### config.mk
export PLATFORM = sky130hd
export DESIGN_NAME = imm_gen_pipe_flat
export DESIGN_NICKNAME = d
export VERILOG_FILES = /design/src/rtl/imm_pkg.sv /design/src/rtl/imm_gen_pipe_if.sv /design/src/rtl/imm_decode.sv /design/src/rtl/imm_gen_pipe.sv /design/src/flat_wrapper.sv
export SDC_FILE = /design/constraint.sdc
export NUM_CORES = 1
export LEC_CHECK = 0
export ABC_AREA = 1
export BUFFER_PORTS_ARGS = -buffer_cell sky130_fd_sc_hd__buf_2
export CAP_MARGIN = 25
export CORE_ASPECT_RATIO = 1.2
export CORE_MARGIN = 2
export CORE_UTILIZATION = 40
export CTS_CLUSTER_SIZE = 30
export DETAILED_ROUTE_END_ITERATION = 12
export PLACE_DENSITY = 0.69
export SETUP_SLACK_MARGIN = 0.15
export SLEW_MARGIN = 30
export SYNTH_ARGS = -nofsm -noshare
export SYNTH_HDL_FRONTEND = slang
export SYNTH_SLANG_ARGS = --single-unit
export TNS_END_PERCENT = 30
### constraint.sdc
create_clock -name clk -period 1.45 [get_ports clk]
set_input_delay 0.0725 -clock clk [delete_from_list [all_inputs] [get_ports clk]]
set_output_delay 0.0725 -clock clk [all_outputs]
set_load 0.1 [all_outputs]
### src/rtl/imm_pkg.sv
// Shared immediate-format encodings and XLEN configuration helpers.
package imm_pkg;

  // imm_src encodings, also used by the control decoder.
  localparam logic [2:0] IMM_I    = 3'b000;
  localparam logic [2:0] IMM_S    = 3'b001;
  localparam logic [2:0] IMM_B    = 3'b010;
  localparam logic [2:0] IMM_J    = 3'b011;
  localparam logic [2:0] IMM_U    = 3'b100;
  localparam logic [2:0] IMM_Z    = 3'b101;
  localparam logic [2:0] IMM_SH   = 3'b110;
  localparam logic [2:0] IMM_RSVD = 3'b111;

  localparam int unsigned IMM_XLEN_RV32 = 32;
  localparam int unsigned IMM_XLEN_RV64 = 64;

  // True only for the datapath widths the decoder supports.
  function automatic logic imm_xlen_ok(input int unsigned xlen);
    return (xlen == IMM_XLEN_RV32) || (xlen == IMM_XLEN_RV64);
  endfunction

endpackage

### src/rtl/imm_gen_pipe_if.sv
// Handshake and data bundle between decode, the immediate pipe and register read.
interface imm_gen_pipe_if #(
  parameter int unsigned XLEN  = 32,
  parameter int unsigned TAG_W = 8
);
  logic             in_valid;
  logic             in_ready;
  logic [31:0]      in_instr;
  logic [2:0]       in_imm_src;
  logic [TAG_W-1:0] in_tag;
  logic             flush;
  logic             out_valid;
  logic             out_ready;
  logic [XLEN-1:0]  out_imm;
  logic [TAG_W-1:0] out_tag;
  logic             out_illegal;

  // Producer/consumer side.
  modport master (
    output in_valid, in_instr, in_imm_src, in_tag, flush, out_ready,
    input  in_ready, out_valid, out_imm, out_tag, out_illegal
  );

  // Immediate pipe side.
  modport slave (
    input  in_valid, in_instr, in_imm_src, in_tag, flush, out_ready,
    output in_ready, out_valid, out_imm, out_tag, out_illegal
  );
endinterface

### src/rtl/imm_decode.sv
// Combinational immediate extractor: instruction + format select -> XLEN immediate.
module imm_decode
  import imm_pkg::*;
#(
  parameter int unsigned XLEN = 32
) (
  input  logic [31:0]     instr_i,
  input  logic [2:0]      imm_src_i,
  output logic [XLEN-1:0] imm_o,
  output logic            illegal_o
);

  logic [31:0] sext_raw;
  logic [31:0] zext_raw;
  logic        use_sext;

  // Build a 32-bit field (already sign-extended where needed), then widen to XLEN.
  always_comb begin
    sext_raw  = '0;
    zext_raw  = '0;
    use_sext  = 1'b0;
    // An unsupported XLEN marks every entry illegal rather than emitting garbage.
    illegal_o = !imm_xlen_ok(XLEN);
    case (imm_src_i)
      IMM_I: begin
        use_sext = 1'b1;
        sext_raw = {{20{instr_i[31]}}, instr_i[31:20]};
      end
      IMM_S: begin
        use_sext = 1'b1;
        sext_raw = {{20{instr_i[31]}}, instr_i[31:25], instr_i[11:7]};
      end
      IMM_B: begin
        use_sext = 1'b1;
        sext_raw = {{19{instr_i[31]}}, instr_i[31], instr_i[7], instr_i[30:25],
                    instr_i[11:8], 1'b0};
      end
      IMM_J: begin
        use_sext = 1'b1;
        sext_raw = {{11{instr_i[31]}}, instr_i[31], instr_i[19:12], instr_i[20],
                    instr_i[30:21], 1'b0};
      end
      IMM_U: begin
        use_sext = 1'b1;
        sext_raw = {instr_i[31:12], 12'b0};
      end
      IMM_Z: begin
        zext_raw = {27'b0, instr_i[19:15]};
      end
      IMM_SH: begin
        // RV64 shamt is 6 bits; RV32 ignores bit 25.
        zext_raw = (XLEN == IMM_XLEN_RV64) ? {26'b0, instr_i[25:20]} : {27'b0, instr_i[24:20]};
      end
      default: begin
        illegal_o = 1'b1;
      end
    endcase
  end

  // Final widening: arithmetic for signed formats, logical otherwise.
  always_comb begin
    imm_o = use_sext ? XLEN'($signed(sext_raw)) : XLEN'(zext_raw);
  end

endmodule

### src/rtl/imm_gen_pipe.sv
// Pipelined immediate generator: one decode stage feeding a main register plus skid
// register so the upstream ready never depends combinationally on the consumer.
module imm_gen_pipe
  import imm_pkg::*;
#(
  parameter int unsigned XLEN  = 32,
  parameter int unsigned TAG_W = 8
) (
  input  logic         clk,
  input  logic         rst_n,
  imm_gen_pipe_if.slave bus
);

  logic [XLEN-1:0]  dec_imm;
  logic             dec_illegal;

  logic             main_valid_q, main_valid_d;
  logic [XLEN-1:0]  main_imm_q,   main_imm_d;
  logic [TAG_W-1:0] main_tag_q,   main_tag_d;
  logic             main_ill_q,   main_ill_d;
  logic             skid_valid_q, skid_valid_d;
  logic [XLEN-1:0]  skid_imm_q,   skid_imm_d;
  logic [TAG_W-1:0] skid_tag_q,   skid_tag_d;
  logic             skid_ill_q,   skid_ill_d;

  logic             accept;
  logic             consume;

  imm_decode #(
    .XLEN(XLEN)
  ) u_decode (
    .instr_i   (bus.in_instr),
    .imm_src_i (bus.in_imm_src),
    .imm_o     (dec_imm),
    .illegal_o (dec_illegal)
  );

  // in_ready is the inverse of a flop, so it is registered by construction.
  assign bus.in_ready    = !skid_valid_q;
  assign bus.out_valid   = main_valid_q;
  assign bus.out_imm     = main_imm_q;
  assign bus.out_tag     = main_tag_q;
  assign bus.out_illegal = main_ill_q;

  assign accept  = bus.in_valid && !skid_valid_q;
  assign consume = main_valid_q && bus.out_ready;

  // Next-state for main/skid; flush beats consume beats accept.
  always_comb begin
    main_valid_d = main_valid_q;
    main_imm_d   = main_imm_q;
    main_tag_d   = main_tag_q;
    main_ill_d   = main_ill_q;
    skid_valid_d = skid_valid_q;
    skid_imm_d   = skid_imm_q;
    skid_tag_d   = skid_tag_q;
    skid_ill_d   = skid_ill_q;
    if (bus.flush) begin
      main_valid_d = 1'b0;
      skid_valid_d = 1'b0;
    end else if (consume && skid_valid_q) begin
      // Skid full implies in_ready low, so no accept can coincide here.
      main_valid_d = 1'b1;
      main_imm_d   = skid_imm_q;
      main_tag_d   = skid_tag_q;
      main_ill_d   = skid_ill_q;
      skid_valid_d = 1'b0;
    end else if (accept && (!main_valid_q || consume)) begin
      main_valid_d = 1'b1;
      main_imm_d   = dec_imm;
      main_tag_d   = bus.in_tag;
      main_ill_d   = dec_illegal;
    end else if (accept) begin
      skid_valid_d = 1'b1;
      skid_imm_d   = dec_imm;
      skid_tag_d   = bus.in_tag;
      skid_ill_d   = dec_illegal;
    end else if (consume) begin
      main_valid_d = 1'b0;
    end
  end

  // State registers; asynchronous reset discards both entries.
  always_ff @(posedge clk or negedge rst_n) begin
    if (!rst_n) begin
      main_valid_q <= 1'b0;
      main_imm_q   <= '0;
      main_tag_q   <= '0;
      main_ill_q   <= 1'b0;
      skid_valid_q <= 1'b0;
      skid_imm_q   <= '0;
      skid_tag_q   <= '0;
      skid_ill_q   <= 1'b0;
    end else begin
      main_valid_q <= main_valid_d;
      main_imm_q   <= main_imm_d;
      main_tag_q   <= main_tag_d;
      main_ill_q   <= main_ill_d;
      skid_valid_q <= skid_valid_d;
      skid_imm_q   <= skid_imm_d;
      skid_tag_q   <= skid_tag_d;
      skid_ill_q   <= skid_ill_d;
    end
  end

endmodule

### src/flat_wrapper.sv
// flat-port wrapper written by rule: the top's interface ports become plain ports
module imm_gen_pipe_flat import imm_pkg::*;
#(
  parameter int unsigned XLEN  = 32,
  parameter int unsigned TAG_W = 8
)
  (clk, rst_n, bus_in_valid, bus_in_instr, bus_in_imm_src, bus_in_tag, bus_flush, bus_out_ready, bus_in_ready, bus_out_valid, bus_out_imm, bus_out_tag, bus_out_illegal);
  imm_gen_pipe_if #(.XLEN(XLEN), .TAG_W(TAG_W)) bus_i ();
  input  logic clk;
  input  logic rst_n;
  input wire logic [$bits(bus_i.in_valid)-1:0] bus_in_valid;
  input wire logic [$bits(bus_i.in_instr)-1:0] bus_in_instr;
  input wire logic [$bits(bus_i.in_imm_src)-1:0] bus_in_imm_src;
  input wire logic [$bits(bus_i.in_tag)-1:0] bus_in_tag;
  input wire logic [$bits(bus_i.flush)-1:0] bus_flush;
  input wire logic [$bits(bus_i.out_ready)-1:0] bus_out_ready;
  output wire logic [$bits(bus_i.in_ready)-1:0] bus_in_ready;
  output wire logic [$bits(bus_i.out_valid)-1:0] bus_out_valid;
  output wire logic [$bits(bus_i.out_imm)-1:0] bus_out_imm;
  output wire logic [$bits(bus_i.out_tag)-1:0] bus_out_tag;
  output wire logic [$bits(bus_i.out_illegal)-1:0] bus_out_illegal;
  assign bus_i.in_valid = bus_in_valid;
  assign bus_i.in_instr = bus_in_instr;
  assign bus_i.in_imm_src = bus_in_imm_src;
  assign bus_i.in_tag = bus_in_tag;
  assign bus_i.flush = bus_flush;
  assign bus_i.out_ready = bus_out_ready;
  assign bus_in_ready = bus_i.in_ready;
  assign bus_out_valid = bus_i.out_valid;
  assign bus_out_imm = bus_i.out_imm;
  assign bus_out_tag = bus_i.out_tag;
  assign bus_out_illegal = bus_i.out_illegal;
  imm_gen_pipe #(.XLEN(XLEN), .TAG_W(TAG_W)) u_core (.clk(clk), .rst_n(rst_n), .bus(bus_i));
endmodule
==> metrics.txt, run 1 <==
CP Launch Type=flop; worst min path class=input pin to flop; total negative slack=-0.0202 ns; post-synthesis sequential area ratio=between 50% and 60%; Final Cycle Share=101%; PortBufs=83; Peak VDD IR=roughly 0.65 mV; Max Cap Viol=0; Layout fillers=between 900 and 1,000; Worst R2R End=u_core.bus.out_imm[18]; clock latency on the worst-skew pair=around 0.34 ns; PD cells=around 1500 nW/um^2; mean routed wirelength per cell=14.8 um; antenna-violating nets left=0; syn_area_per_cell=~7.5 sq um; vias=3,880; DR vias/cell=5.01; final net count=691; Core Region=10,000 sq um; yosys synthesis warning count=0; Tmin final=1.47 ns; hold endpoint=u_core.skid_tag_q[5]; clk slew on worst S/H paths=approximately 0.060 ns; synthesized area=about 4100 sq um; Final Hold Fails=0; total grt overflow=0; Pre-Repair DR Iteration Count=5; root buffer cell=clkbuf_16; Clock Skew=0.00400 ns; Final Max Tran Viols=0; row count=40; run status=complete, but fails checks; total clock buffers created by CTS=9; CP arrival=around 1.8 ns; Hold Crit Start=bus_in_tag[5]; setup violators final=1; worst r2r src=u_core.bus.out_valid; share of cells above drive strength 1=~26%; largest cells by area after synthesis=dfrtp_1 (51%), nand2_1 (20%), inv_1 (4.3%), o21ai_0 (4.3%), nor2_1 (3.7%); Starting DRT DRC Count=about 230; Post-Place Worst Slack=approximately 0.015 ns; worst hold margin=roughly 0.011 ns; Worst Tran Pin Value=roughly 0.51 ns; H-tree levels=3; pin count of the biggest net entering global routing=between 40 and 50; global-route wire length before repair=around 18,000 um; Static Leakage=3.03 nW; Final Worst Setup Slack=-0.0202 ns; synth-to-layout area growth=32.9%; R2R cell count=9; IO Count=91; Post-Syn Nets=about 590; Crit. End Element=flop; HPWL after DPL=7090 um; DIE HEIGHT=around 110 um; post-synth cell types=22; Die X-Extent=96.5 um; share of the synthesized area in the top cell type=between 50% and 60%; RSZ-0062 raised after global routing=true; fmax=between 0.6 and 0.7 GHz; Initial Util=roughly 41%; relative slew slack=between 60% and 70%; failing checks=setup timing; vias in the first global route=about 3,700; Synth area leader=dfrtp_1; Clock Path Buffers=2; gp weighted congestion=~0.84; initial antenna violation count=2; WP data required=~1.7 ns; reg-to-reg slack, setup=-0.02 ns; Synth Instances=approximately 550; clk sinks=between 80 and 90; #FFs+latches synth=84; Hold Path Stages=3; DRC=0; CTS tree=yes; Setup Crit Path Kind=flop to flop; DIE AREA=11,100 sq um; GRT Total Usage=between 20% and 30%; maximum fanout along the worst path=8; Detailed Route WL=between 10,000 and 15,000 um
[worst max-delay path, cell delays in order (launching register included)]
cell and delay (ns):
dfrtp_4 0.49, inv_2 0.06, nor2_2 0.04, o21ai_2 0.13
nand2_2 0.12, buf_6 0.17, buf_12 0.14, nor2_2 0.13
nand2_1 0.08, nand2_1 0.06
[cells in the mapped netlist]
cell      number
a21oi_1        8
buf_1          3
buf_2         17
buf_4          4
buf_6          1
clkbuf_1       5
dfrtp_1       84
inv_1         47
inv_2          7
inv_4          1
nand2_1      220
nand2_2        2
nand3_1       13
nand4_1       13
nor2_1        40
nor2_2         2
nor2_4         1
o211ai_1      17
o21ai_0       35
o21ai_1       24
o21ai_2        1
o31ai_1        1
[layout by cell type (no fill, tap or decap)]
master,Yosys,layout
buf_2,17,81
buf_4,4,12
o21ai_1,24,24
nand2_2,2,15
buf_6,1,2
o211ai_1,17,17
dfrtp_4,0,1
nor2_1,40,33
diode_2,0,1
nand2_1,220,202
dlygate4sd3_1,0,4
inv_2,7,6
a21oi_1,8,8
buf_16,0,5
dfrtp_2,0,1
nand3_1,13,13
nand4_1,13,13
o31ai_1,1,1
nand2_4,0,5
o21ai_2,1,1
clkbuf_8,0,3
inv_1,47,46
o21ai_0,35,35
clkbuf_4,0,1
inv_4,1,2
buf_12,0,7
dfrtp_1,84,82
clkbuf_1,5,2
clkinvlp_4,0,1
inv_6,0,2
nor2_2,2,6
nor2_4,1,4
clkbuf_16,0,13
[logic make-up after synthesis]
group           synth area share (%)
compound gates                  11.7
buf+inv                         8.90
flops                           51.2
simple gates                    28.2
[per-stage QoR]
| stage | cell area [sq um] | util, % | power [W] | instances |
|---|---|---|---|---|
| after floorplan | 4160 | - | 0.00521 | 546 |
| after global placement | 4750 | 47.5 | 0.00570 | 741 |
| after detailed placement | 4750 | 47.5 | 0.00576 | 741 |
| after CTS | 5270 | 52.6 | 0.00808 | 770 |
| after global routing | 5460 | 54.5 | 0.00852 | 775 |
| final | 5460 | 54.5 | 0.00811 | 775 |
[area by class of cell]
cell class / instances / area (sq um) / share of cell area [%]
diodes: 1 / 2.50 / 0.0459
flip-flops and latches: 84 / 2110 / 38.6
clock buffers: 14 / 274 / 5.02
clock inverters: 2 / 16.3 / 0.298
inverters: 55 / 216 / 3.97
multi-input cells: 377 / 1740 / 31.9
repair buffers: 116 / 943 / 17.3
well taps: 126 / 158 / 2.89
[state kept, by name, indices dropped and copies added (netlist names)]
signal and flops:
u_core.bus.out_illegal 1, u_core.bus.out_imm 32, u_core.bus.out_tag 8, u_core.bus.out_valid 1, u_core.skid_ill_q 1, u_core.skid_imm_q 32
u_core.skid_tag_q 8, u_core.skid_valid_q 1
[report_power, final]
| part | leakage [nW] | switching, W | internal [W] |
|---|---|---|---|
| Clock | 0.140 | 0.000918 | 0.00131 |
| Combinational | 1.81 | 0.00220 | 0.000594 |
| Sequential | 1.07 | 0.000246 | 0.00284 |
| Total | 3.03 | 0.00336 | 0.00475 |
[repair_timing]
item,4_1_cts,5_1_grt
cloned,5,4
setup buffers,4,0
setup endpoints to repair,61,83
pin swaps,1,11
resized for setup,11,29
hold endpoints to repair,27,0
hold buffers,4,0
[per-layer routing]
metal  up-vias  wire [um]  part of all wire [%]  track usage, %
li1       1922          -                     -               -
met1      1824       4700                    41            27.8
met2       110       5800                    51            35.1
met3        22        607                   5.3            4.85
met4         2        326                   2.8            8.92
met5         -         13                  0.11               0
[how the worst max path moves through the flow]
stage	start	end	slack, ns	cells past startpoint
2_1_floorplan	u_core.bus.out_valid	u_core.bus.out_imm[4]	-0.05	10
5_1_grt	u_core.bus.out_valid	u_core.bus.out_imm[18]	-0.06	9
3_5_place_dp	u_core.skid_valid_q	u_core.bus.out_imm[26]	0.02	8
4_1_cts	u_core.bus.out_valid	u_core.bus.out_imm[13]	0.02	10
6_report	u_core.bus.out_valid	u_core.bus.out_imm[18]	-0.02	9
3_3_place_gp	u_core.bus.out_valid	u_core.bus.out_imm[6]	0.1	9
No activity file was read; power rests on OpenSTA's default activity.
==> run 2, diff against run 1 <==
--- a/config.mk
+++ b/config.mk
@@ -5,7 +5,6 @@
 export SDC_FILE = /design/constraint.sdc
 export NUM_CORES = 1
 export LEC_CHECK = 0
-export ABC_AREA = 1
 export BUFFER_PORTS_ARGS = -buffer_cell sky130_fd_sc_hd__buf_2
 export CAP_MARGIN = 25
 export CORE_ASPECT_RATIO = 1.2
==> run 2 against run 1 <==
  * The run ends with hold timing, setup timing left
  * Maximum frequency down 7.1%
  * Largest power group unchanged
  * Critical path depth shrank 4
  * Design area increased by 0.30%
  * Worst setup slack got worse by 0.11 ns
==> metrics.txt, run 2 <==
run status=complete, but fails checks; failing checks=hold timing, setup timing; CP Launch Type=flop; clk sinks=84 (unchanged); WP data required=1.71 ns (-0.02 ns); PortBufs=83 (unchanged); Tmin final=1.58 ns (+0.112 ns); relative slew slack=45.3% (-21 points); fmax=0.632 GHz (-7.1%); most frequent cells in the layout=dfrtp_1 (83), buf_2 (81), nand2_1 (54); largest family of logic cells by synthesized area=simple AND/OR/NAND/NOR gates; Core Region=9910 sq um (-1.0%); synthesized area=4020 sq um (-2.1%); syn_area_per_cell=9.30 sq um (+24%); Worst R2R End=u_core.skid_imm_q[20]; total clock buffers created by CTS=9 (unchanged); clock latency on the worst-skew pair=0.34 ns (about the same); share of the synthesized area in the top cell type=52.3% (+1.1 points); mean routed wirelength per cell=16.6 um (+13%); Worst Tran Pin Value=0.819 ns (+0.311 ns); CTS tree=yes; reg-to-reg slack, setup=-0.13 ns (-0.11 ns); post-synth cell types=33 (+50%); yosys synthesis warning count=0 (unchanged); synth cell count leaders=dfrtp_1 (84), nand2_1 (72), a21oi_1 (49), o21ai_0 (41), nor2_1 (36); worst hold margin=-0.000692 ns (-0.0121 ns); post-synthesis sequential area ratio=52.3% (+1.1 points); most frequent cell after synthesis=dfrtp_1; Final Max Tran Viols=0 (unchanged); Post-Synth XOR/XNOR Area=0.405% (+0.40 points); Final Cycle Share=109% (+7.7 points); Compound-Gate Fraction of Synth Area=17.3% (+5.6 points); Static Leakage=2.51 nW (-17%); Hold Crit Start=bus_flush; setup violators final=75 (+74); pin count of the biggest net entering global routing=36 (-16%); worst min path class=input pin to flop; R2R cell count=5 (-4); Synth Instances=432 (-21%); Critical-path top delay cell=or3_4; Final Worst Setup Slack=-0.132 ns (-0.112 ns); post-synthesis mux area share=7.97% (+8.0 points); top_reg_cell synth=dfrtp_1; Max Cap Viol=0 (unchanged); Clock Path Buffers=2 (unchanged); placed cell count=628 (-15%); Pre-Repair DR Iteration Count=4 (-1); Clock Skew=0.0107 ns (+0.00667 ns); final net count=578 (-16%); DIE AREA=10,900 sq um (-2.0%); DIE HEIGHT=114 um (-1.0%); RSZ-0062 raised after global routing=true; Die X-Extent=95.5 um (-1.0%); critical path cell sequence=nand2b_4 -> or3_4 -> buf_12 -> clkbuf_16 -> o21ai_2; largest cells by area after synthesis=dfrtp_1 (52%), nand2_1 (6.7%), mux2_2 (6.7%), a21oi_1 (6.1%), o21ai_0 (5.1%); IO Count=91 (unchanged); Starting DRT DRC Count=364 (+60%); #FFs+latches synth=84 (unchanged); Peak VDD IR=0.823 mV (+27%); root buffer cell=clkbuf_16; total grt overflow=0 (unchanged); synth-to-layout area growth=36.2%; vias in the first global route=3,456 (-6.6%); Post-synth ARST share=100% (unchanged); GRT Total Usage=20.5% (-1.1 points); worst r2r src=u_core.skid_valid_q; number of synthesized flops with an enable pin=0 (unchanged); Synth area leader=dfrtp_1; Post-Syn Nets=480 (-19%); total negative slack=-5.43 ns (-5.41 ns); Final Hold Fails=1 (+1); antenna-violating nets left=0 (unchanged); share of cells above drive strength 1=36.8% (+11 points); initial antenna violation count=0 (-2); CP arrival=1.84 ns (+0.09 ns); PD cells=1560 nW/um^2 (+4.6%); Final Non-Filler Cells=661 (-15%); Adder-Cell Fraction of Synth Area=0% (unchanged); Hold Path Stages=2 (-1); global-route wire length before repair=17,200 um (-4.7%); maximum fanout along the worst path=8 (unchanged); Setup Crit Path Kind=flop to flop; Post-Place Worst Slack=-0.217 ns (-0.232 ns); vias=3,559 (-8.3%); gp weighted congestion=0.928 (+10%); worst stage delay on the critical path=0.44 ns (-0.05 ns); Detailed Route WL=11,000 um (-4.0%); Crit. End Element=flop; simple-gate area share of the yosys netlist=17.9% (-10 points); DR vias/cell=5.38 (+7.5%); row count=40 (unchanged); clk slew on worst S/H paths=0.06 ns (about the same); Antenna diodes=0 (-1); H-tree levels=3 (unchanged); Initial Util=40.6% (-0.46 points); HPWL after DPL=7050 um (-0.59%); most common cell after layout, fill and taps aside=dfrtp_1; hold endpoint=u_core.bus.out_valid; DRC=0 (unchanged)
==> run 2: changes by cell type after synthesis, sizes merged, moves of 5 or more <==
cell	previous run	this run
a31oi	0	9
clkbuf	5	20
nand2	222	73
a21oi	8	49
mux2i	0	5
buf	25	15
nand3b	0	8
nand4	13	0
mux2	0	24
nor2	43	36
o21ai	60	41
nand2b	0	10
inv	55	1
nand3	13	24
==> run 2: metal layers <==
layer	wire length, um	GRT usage [%]	up-vias	part of all wire (%)
li1	-	-	1704	-
met1	4630	27.5	1736	42
met2	5640	32.8	98	51
met3	508	3.90	21	4.6
met4	206	7.90	0	1.9
met5	0	0	-	0
==> run 2: worst max-delay path by stage <==
stage / from / end / cells after the start
after CTS: u_core.bus.out_valid / u_core.bus.out_imm[14] / 6
after global routing: u_core.bus.out_valid / u_core.bus.out_tag[7] / 6
after floorplan: u_core.bus.out_valid / u_core.skid_tag_q[4] / 5
after detailed placement: u_core.bus.out_valid / u_core.skid_imm_q[20] / 5
after global placement: bus_in_imm_src[2] / u_core.bus.out_imm[24] / 5
final: u_core.skid_valid_q / u_core.skid_imm_q[20] / 5
==> run 2: cells by family after synthesis <==
logic type	count (synthesis)
AOI/OAI and AO/OA	122
xor gates and xnor gates	1
buffers and inverters	36
DFF	84
muxes	29
and+or+nand+nor	160
==> run 2: cell type report <==
type	instances	area, sq um
sequential	84	2110
inverter	1	3.75
fill	877	4440
tap	126	158
multi-input combinational	312	1910
clock buffer	11	243
clock inverter	5	35.0
timing repair buffer	122	1020
==> run 2: timing repair <==
item	CTS	global route
resized for setup	17	72
hold buffers	9	0
endpoints found under the hold margin	47	0
buffers inserted	0	1
cloned	2	5
setup endpoints to repair	84	84
pin swaps	1	13
==> run 2: critical path, delay by kind of cell, from the launching register on <==
kind,cells,cell delay (ns)
AND/OR/NAND/NOR,2,0.61
flip-flops,1,0.38
buffers and inverters,2,0.34
AO/OA/AOI/OAI,1,0.16
==> run 2: per-stage QoR <==
step	total power, W	hold WS [ns]	instance area (sq um)	utilization (%)
after floorplan	0.00553	-0.223	4050	-
after global placement	0.00613	0.0686	4740	47.9
after detailed placement	0.00620	0.0779	4750	47.9
after CTS	0.00841	0.00170	5220	52.7
after global routing	0.00888	0.00550	5470	55.2
final	0.00851	-0.000692	5470	55.2
==> run 2: power by group <==
group,switching [W],internal [W],leakage (nW),total (W)
Sequential,0.000319,0.00287,1.07,0.00319
Combinational,0.00243,0.000741,1.31,0.00317
Clock,0.000948,0.00121,0.136,0.00216
Total,0.00369,0.00482,2.51,0.00851
